[src/rtl/arb_pkg.sv]
// Shared FSM state type, constants and helpers for fifo_rr_drain_arbiter.
package arb_pkg;

    typedef enum logic {
        IDLE  = 1'b0,
        BURST = 1'b1
    } state_t;

    localparam int PERF_CNT_W = 32;

    function automatic int clog2(input int value);
        int result;
        int v;
        result = 0;
        v      = value - 1;
        while (v > 0) begin
            result++;
            v = v >> 1;
        end
        return result;
    endfunction

endpackage

[src/rtl/fifo_rr_drain_arbiter_rr_pick.sv]
// Rotating priority encoder: first asserted req scanning ptr+1, ptr+2, ... modulo NUM_REQ.
module rr_pick #(
    parameter int NUM_REQ  = 4,
    parameter int ID_WIDTH = 2
) (
    input  logic [NUM_REQ-1:0]  req,
    input  logic [ID_WIDTH-1:0] ptr,
    output logic                any,
    output logic [ID_WIDTH-1:0] winner
);

    // NOTE: every output gets a default before the loop so no latch is inferred.
    always_comb begin
        any    = 1'b0;
        winner = '0;
        for (int k = 1; k <= NUM_REQ; k++) begin
            logic [ID_WIDTH-1:0] idx;
            idx = ID_WIDTH'((int'(ptr) + k) % NUM_REQ);
            if (!any && req[idx]) begin
                any    = 1'b1;
                winner = idx;
            end
        end
    end

endmodule

[src/rtl/fifo_rr_drain_arbiter.sv]
// Round-robin burst drain of NUM_REQ FIFO read ports onto one tagged output stream.
// Define ARB_PERF_CNT_EN to add per-requester read counters and a stall-cycle counter.
module fifo_rr_drain_arbiter
    import arb_pkg::*;
#(
    parameter int DATA_WIDTH = 65,
    parameter int NUM_REQ    = 4,
    parameter int MAX_BURST  = 4,
    parameter int ID_WIDTH   = 2
) (
    input  logic                          Clk,
    input  logic                          Clear_in,
    input  logic                          stall,
    input  logic [NUM_REQ-1:0]            fifo_empty,
    output logic [NUM_REQ-1:0]            fifo_read_en,
    input  logic [NUM_REQ*DATA_WIDTH-1:0] fifo_data,
    input  logic [NUM_REQ-1:0]            fifo_data_valid,
    output logic [DATA_WIDTH-1:0]         Data_out,
    output logic                          Data_valid,
    output logic [ID_WIDTH-1:0]           Src_id,
    output logic                          Busy
`ifdef ARB_PERF_CNT_EN
    ,
    output logic [NUM_REQ*PERF_CNT_W-1:0] perf_beats,
    output logic [PERF_CNT_W-1:0]         perf_stall_cycles
`endif
);

    localparam int                BEAT_W    = clog2(MAX_BURST + 1);
    localparam logic [BEAT_W-1:0] LAST_BEAT = BEAT_W'(MAX_BURST - 1);

    state_t                r_state;
    logic [ID_WIDTH-1:0]   r_grant;
    logic [ID_WIDTH-1:0]   r_ptr;
    logic [BEAT_W-1:0]     r_beat_cnt;
    logic                  r_pend_valid;
    logic [ID_WIDTH-1:0]   r_pend_id;
    logic [DATA_WIDTH-1:0] r_data;
    logic                  r_data_valid;
    logic [ID_WIDTH-1:0]   r_src_id;

    logic [NUM_REQ-1:0]    w_req;
    logic                  w_any;
    logic [ID_WIDTH-1:0]   w_winner;
    logic                  w_read;
    logic [NUM_REQ-1:0]    w_read_en;

    assign w_req = ~fifo_empty;

    rr_pick #(
        .NUM_REQ (NUM_REQ),
        .ID_WIDTH(ID_WIDTH)
    ) u_rr_pick (
        .req   (w_req),
        .ptr   (r_ptr),
        .any   (w_any),
        .winner(w_winner)
    );

    // Clear_in gates the strobe directly so it drops the instant reset asserts.
    assign w_read = (r_state == BURST) && !stall && !fifo_empty[r_grant] && !Clear_in;

    always_comb begin
        w_read_en          = '0;
        w_read_en[r_grant] = w_read;
    end

    // NOTE: sequential state uses non-blocking assignments so every flop samples pre-edge values.
    always_ff @(posedge Clk or posedge Clear_in) begin
        if (Clear_in) begin
            r_state    <= IDLE;
            r_grant    <= '0;
            r_ptr      <= ID_WIDTH'(NUM_REQ - 1);
            r_beat_cnt <= '0;
        end else begin
            case (r_state)
                IDLE: begin
                    if (!stall && w_any) begin
                        r_grant    <= w_winner;
                        r_beat_cnt <= '0;
                        r_state    <= BURST;
                    end
                end
                BURST: begin
                    if (w_read) begin
                        r_beat_cnt <= r_beat_cnt + 1'b1;
                        if (r_beat_cnt == LAST_BEAT) begin
                            r_state <= IDLE;
                            r_ptr   <= r_grant;
                        end
                    end else if (!stall && fifo_empty[r_grant]) begin
                        r_state <= IDLE;
                        r_ptr   <= r_grant;
                    end
                end
                default: r_state <= IDLE;
            endcase
        end
    end

    // Return path: the FIFO answers one cycle after the read, we register it once more.
    always_ff @(posedge Clk or posedge Clear_in) begin
        if (Clear_in) begin
            r_pend_valid <= 1'b0;
            r_pend_id    <= '0;
            r_data       <= '0;
            r_data_valid <= 1'b0;
            r_src_id     <= '0;
        end else begin
            r_pend_valid <= w_read;
            r_pend_id    <= r_grant;
            if (r_pend_valid && fifo_data_valid[r_pend_id]) begin
                r_data       <= fifo_data[r_pend_id*DATA_WIDTH +: DATA_WIDTH];
                r_src_id     <= r_pend_id;
                r_data_valid <= 1'b1;
            end else begin
                r_data_valid <= 1'b0;
            end
        end
    end

    assign fifo_read_en = w_read_en;
    assign Data_out     = r_data;
    assign Data_valid   = r_data_valid;
    assign Src_id       = r_src_id;
    assign Busy         = (r_state == BURST);

`ifdef ARB_PERF_CNT_EN
    logic [NUM_REQ*PERF_CNT_W-1:0] r_perf_beats;
    logic [PERF_CNT_W-1:0]         r_perf_stall;

    always_ff @(posedge Clk or posedge Clear_in) begin
        if (Clear_in) begin
            r_perf_beats <= '0;
            r_perf_stall <= '0;
        end else begin
            for (int i = 0; i < NUM_REQ; i++) begin
                if (w_read_en[i] && (r_perf_beats[i*PERF_CNT_W +: PERF_CNT_W] != '1))
                    r_perf_beats[i*PERF_CNT_W +: PERF_CNT_W] <=
                        r_perf_beats[i*PERF_CNT_W +: PERF_CNT_W] + 1'b1;
            end
            if (stall && !(&fifo_empty) && (r_perf_stall != '1))
                r_perf_stall <= r_perf_stall + 1'b1;
        end
    end

    assign perf_beats        = r_perf_beats;
    assign perf_stall_cycles = r_perf_stall;
`endif

endmodule

[config.mk]
export PLATFORM = sky130hd
export DESIGN_NAME = fifo_rr_drain_arbiter
export DESIGN_NICKNAME = d
export VERILOG_FILES = /design/src/rtl/arb_pkg.sv /design/src/rtl/fifo_rr_drain_arbiter_rr_pick.sv /design/src/rtl/fifo_rr_drain_arbiter.sv
export SDC_FILE = /design/constraint.sdc
export NUM_CORES = 1
export LEC_CHECK = 0
export ABC_AREA = 1
export CAP_MARGIN = 20
export CORE_AREA = 3 3 134 136
export CTS_CLUSTER_DIAMETER = 80
export DETAILED_ROUTE_END_ITERATION = 8
export DIE_AREA = 0 0 137 139
export GPL_TIMING_DRIVEN = 1
export HOLD_SLACK_MARGIN = 0.08
export PLACE_DENSITY = 0.77
export REMOVE_ABC_BUFFERS = 1
export SYNTH_ARGS = -nofsm -noshare
export SYNTH_HDL_FRONTEND = slang
export SYNTH_SLANG_ARGS = --single-unit
[constraint.sdc]
create_clock -name Clk -period 7.1 [get_ports Clk]
set_input_delay 0.71 -clock Clk [delete_from_list [all_inputs] [get_ports Clk]]
set_output_delay 0.71 -clock Clk [all_outputs]
set_load 0.01 [all_outputs]
==> reports/qor.yml, run 1 <==
final_cells: 1324
r2r_cells: 9
synth_edf_count: 0
status: "finished, final reports clean"
clock_latency_ns: 0.34
dp.cells: 1307
drt_iter0_markers: 400
ir_drop_mv: 0.170
clock_path_buffers: 2
fmax_mhz: 291
min_to: "Data_out[5]"
grt_antenna_before_repair: 0
area_growth_pct: 74.8
rsz0062_at_grt: "no"
clock_sinks: 79
multi_input_area_um2: 2770
end_kind: "output pin"
cts_tree: "yes"
antenna_cells: 0
dieWidth_um: 137
cts_buffers: 9
clock_skew_ns: 0.00573
slew-limit-headroom: 0.391
worstSetupPathType: "in -> out"
portBuffers: 343
post_drt_wl_per_cell_um: 15.9
setup_viol: 0
crit_arrival_ns: 2.72
ys_warn_count: 0
fin_crit_sh: 0.483
totalWireLength_um: 21100
total_power_mw: 3.17
r2r_start: "r_pend_id[0]"
cts_hold_buf: 0
drtPass1Iterations: 4
grt_pass1_vias: 6087
postSynthAreaPerCell_um2: 6.48
crit_path_start_kind: "input pin"
r2r-end: "Data_out[15]"
cts_resized: 0
hold_violations: 0
power_density_nw_per_um2: 354
synthCells: 791
hp-class: "reg -> reg"
clk_pin_slew_worst_paths_ns: 0.06
grt.total_usage: 0.212
design.die.area_um2: 19000
final_area_um2: 8970
min_from: "Data_out[5]"
placed_area_um2: 8600
syn_area_um2: 5130
crit_path_max_fanout: 10
cts_root_buffer: "clkbuf_16"
rrSetupSlack_ns: 3.77
worst_slack_ns: 3.67
grt_pass1_wl_um: 32000
fillers: 1674
final_cell_mix: "343 x clkdlybuf4s50_1, 230 x nor2_1, 174 x nand2_1"
p_leak_nw: 3.80
fin_setup_tns_ns: 0
worstMarginPinSlew_ns: 0.914
coreArea_um2: 17100
die_h_um: 139
pre_cts_ws_ns: 3.69
layout_commonest_cell: "clkdlybuf4s50_1"
routabilityCongestion: 0.870
start_util: 0.301
layout.nets: 1367
grt-ovfl-total: 0
drcViolationCount: 0
grt_start_max_net_pins: 95
regArea_um2: 1980
drv_slew: 0
holdPathStages: 2
ant_nets: 0
synth.distinct_cells: 22
via_count: 6364
htree_levels: 3
period_minus_slack_ns: 3.43
drive_gt1_frac: 0.0291
routed_via_density: 4.81
rows: 48
ys_async_sr_fraction: 1.00
cts_setup_buffers: 0
cap_violations: 0
synth_ff_type: "dfrtp_1"
synth-seq-cells: 79
required_ns: 6.39
num_io_pins: 344
detailed_place_hpwl_um: 15400
yosysSeqAreaShare: 0.386
==> critical path, stage by stage <==
cell and delay, ns:
clkdlybuf4s50_1 0.45, nor3_1 0.26, nand4_1 0.39, nor3_1 0.31
clkdlybuf4s50_1 0.60
==> sequential cells by signal, indices dropped and copies added, names as in the netlist <==
register / cells
r_grant: 2
Data_out: 65
Src_id: 2
r_pend_valid: 1
Data_valid: 1
r_ptr: 2
r_pend_id: 2
Busy: 1
r_beat_cnt: 3
==> cell usage after synthesis, types with 6 or more instances <==
master / number / area share
nor2_1: 230 / 0.17
nand2_1: 174 / 0.13
o21ai_0: 132 / 0.13
dfrtp_1: 77 / 0.38
o22ai_1: 34 / 0.041
a31oi_1: 31 / 0.038
clkbuf_1: 27 / 0.020
inv_1: 17 / 0.012
buf_2: 15 / 0.015
nand3_1: 12 / 0.012
buf_4: 7 / 0.010
o21ai_1: 6 / 0.0059
==> power by group <==
| group | switching [mW] | leakage [nW] | internal (mW) |
|---|---|---|---|
| registers | 0.224 | 0.952 | 0.664 |
| logic | 0.939 | 2.69 | 0.810 |
| clock network | 0.188 | 0.160 | 0.345 |
==> through the flow <==
step	hold WS, ns	util
final	0.480	0.526
after global routing	0.505	0.526
after CTS	0.483	0.524
after detailed placement	0.465	0.504
after global placement	0.461	0.504
after floorplan	0.434	-
==> layout make-up <==
| class | count | share of cell area |
|---|---|---|
| clock buffers | 11 | 0.0260 |
| clock inverters | 5 | 0.0119 |
| inverters | 20 | 0.00893 |
| multi-input cells | 633 | 0.309 |
| flip-flops and latches | 79 | 0.221 |
| well taps | 225 | 0.0314 |
| repair buffers | 351 | 0.392 |
==> worst max path at each step <==
stage,cells after the start,slack [ns],start,to
after floorplan,7,1.99,r_pend_id[0],Data_out[11]
after global placement,9,3.82,r_pend_id[0],Data_out[2]
after detailed placement,5,3.69,stall,fifo_read_en[0]
after CTS,5,3.70,stall,fifo_read_en[0]
after global routing,9,3.44,r_pend_id[0],Data_out[57]
final,5,3.67,stall,fifo_read_en[0]
==> layer usage <==
layer / part of all wire / vias up / GRT usage
met4: 0.027 / 0 / 0.0777
met2: 0.49 / 253 / 0.361
met3: 0.087 / 37 / 0.0504
met1: 0.40 / 2857 / 0.257
li1: - / 3217 / -
met5: 0 / - / 0
==> cells by family after synthesis <==
family | synth area share
AO/OA/AOI/OAI | 0.214
buffers and inverters | 0.0744
adder cells (fa/ha/maj) | 0.00488
AND/OR/NAND/NOR | 0.321
flip-flops | 0.386
Note: power is estimated with default switching activity, not from simulation.
==> run 2: changes to the inputs <==
- CORE_AREA: 3 3 134 136 -> 3 3 133 135
- DIE_AREA: 0 0 137 139 -> 0 0 136 138
- PLACE_DENSITY: 0.77 -> 0.8
- clock period: 7.1 -> 2.9 ns (I/O delays scaled with it)
==> reports/qor.yml, run 2 (synthesis gave the netlist of run 1 again) <==
status: "finished, final reports clean"
drcViolationCount: 0  # unchanged
antenna_cells: 0  # unchanged
dp.cells: 1305  # -0.15%
grt.busiest_layer: "met2"
via_count: 6441  # +1.2%
cts_resized: 0  # unchanged
area_growth_pct: 75.0
use_met2: 0.362  # +0.00123
max_stage_delay_ns: 0.58  # -0.02 ns
drtPass1Iterations: 6  # +2
end_kind: "output pin"
fmax_mhz: 393
fillers: 1615  # -3.5%
drv_slew: 0  # unchanged
met1_usage: 0.241  # -0.0163
cts_setup_buffers: 0  # unchanged
cts_tree: "yes"
totalWireLength_um: 20900  # -0.76%
grt_util_met3: 0.0759  # +0.0255
drive_gt1_frac: 0.0336  # +0.00449
crit_slowest_cell: "clkdlybuf4s50_1"
ant_nets: 0  # unchanged
cts_root_buffer: "clkbuf_16"
coreArea_um2: 16600  # -2.8%
rows: 47  # -2.1%
num_io_pins: 344  # unchanged
cp_top_family: "simple AND/OR/NAND/NOR gates"
grt.total_usage: 0.209  # -0.00222
grt_pass1_wl_um: 31200  # -2.5%
slew-limit-headroom: 0.594  # +0.203
grt_antenna_before_repair: 0  # unchanged
ir_drop_mv: 0.494  # +190%
crit_arrival_ns: 2.25  # -0.47 ns
critPathBufInv: 2  # unchanged
p_leak_nw: 3.81  # +0.31%
portBuffers: 343  # unchanged
crit_path_start_kind: "flop"
clock_path_buffers: 2  # unchanged
grt_start_max_net_pins: 117  # +23%
setup_viol: 0  # unchanged
design.die.area_um2: 18800  # -1.4%
start_util: 0.309  # +0.00858
routed_via_density: 4.88  # +1.4%
post_drt_wl_per_cell_um: 15.8  # -0.54%
die_h_um: 138  # -0.72%
grt-ovfl-total: 0  # unchanged
hold_violations: 0  # unchanged
r2r-end: "Data_out[25]"
largest_reg_flops: 65  # unchanged
worstMarginPinSlew_ns: 0.609  # -0.305 ns
layout.nets: 1369  # +0.15%
period_minus_slack_ns: 2.54
clock_sinks: 79  # unchanged
clk_pin_slew_worst_paths_ns: 0.07  # about the same
multi_input_area_um2: 2770  # about the same
total_power_mw: 7.70  # +140%
regArea_um2: 1980  # unchanged
rsz0062_at_grt: "no"
worstSetupPathType: "reg -> out"
clock_skew_ns: 0.00994  # +0.00421 ns
cts_hold_buf: 0  # unchanged
cp_cell_sequence: "inv_1, nor3_1, nand4_1, nor3_1, clkdlybuf4s50_1"
layout_commonest_cell: "clkdlybuf4s50_1"
cap_violations: 0  # unchanged
hp-class: "in -> async"
routabilityCongestion: 0.917  # +5.3%
worst_path_most_repeated_cell: "nor3_1"
crit_path_max_fanout: 10  # unchanged
cts_buffers: 9  # unchanged
dieWidth_um: 136  # -0.73%
clock_latency_ns: 0.34  # about the same
detailed_place_hpwl_um: 15400  # about the same
r2r_start: "r_pend_id[0]"
r2r_cells: 6  # -3
grt_pass1_vias: 5984  # -1.7%
power_density_nw_per_um2: 857  # +140%
rrSetupSlack_ns: 1.02  # -2.75 ns
drt_iter0_markers: 262  # -35%
final_cell_mix: "343 x clkdlybuf4s50_1, 230 x nor2_1, 173 x nand2_1"
required_ns: 2.61  # -3.78 ns
fin_crit_sh: 0.877
final_cells: 1321  # -0.23%
htree_levels: 3  # unchanged
run 2: cell types whose count changed in the layout (fill, tap and decap cells not counted), moves of 2 or more:
| cell | before | now |
|---|---|---|
| bufinv_16 | 3 | 1 |
| clkinv_2 | 2 | 4 |
| clkbuf_8 | 0 | 2 |
| buf_12 | 0 | 4 |
| clkbuf_1 | 2 | 0 |
run 2: final cells by class:
class | instances | share of cell area
clock buffers | 11 | 0.0282
well taps | 220 | 0.0307
multi-input cells | 633 | 0.309
clock inverters | 5 | 0.00627
inverters | 20 | 0.00892
flip-flops and latches | 79 | 0.221
repair buffers | 353 | 0.396
run 2: through the flow:
stage	utilization	worst slack (ns)	TNS, ns	cell area [um^2]	hold slack [ns]
3_5_place_dp	0.523	0.397	0	8670	0.464
5_1_grt	0.541	0.132	0	8980	0.417
2_1_floorplan	-	-2.21	-145.59	4820	0.434
4_1_cts	0.541	0.323	0	8980	0.369
6_report	0.541	0.357	0	8980	0.366
3_3_place_gp	0.523	0.471	0	8670	0.460
run 2: power breakdown:
| part | leakage, nW | internal, mW | switching, mW |
|---|---|---|---|
| clock network | 0.152 | 0.712 | 0.463 |
| registers | 0.952 | 1.63 | 0.398 |
| logic | 2.71 | 2.05 | 2.45 |
| total | 3.81 | 4.39 | 3.31 |
run 2: layer usage:
metal | routed length [um] | part of all wire
met1 | 8260 | 0.39
met4 | 570 | 0.027
met2 | 10100 | 0.48
met3 | 1980 | 0.095
met5 | 0 | 0
run 2: how the worst max path moves through the flow:
stage | start | end | slack (ns) | cells past startpoint
finish | Busy | fifo_read_en[3] | 0.36 | 5
global route | Busy | fifo_read_en[3] | 0.13 | 5
CTS | Busy | fifo_read_en[3] | 0.32 | 5
detailed placement | stall | fifo_read_en[3] | 0.40 | 5
global placement | stall | fifo_read_en[0] | 0.47 | 5
floorplan | r_pend_id[0] | Data_out[11] | -2.21 | 7
run 2: worst reg2reg max path, delay by kind of cell (launching register included):
family                 cells  cell delay, ns
DFF                        1            0.58
buffers and inverters      2            0.62
and+or+nand+nor            2            0.15
AOI/OAI and AO/OA          2            0.47
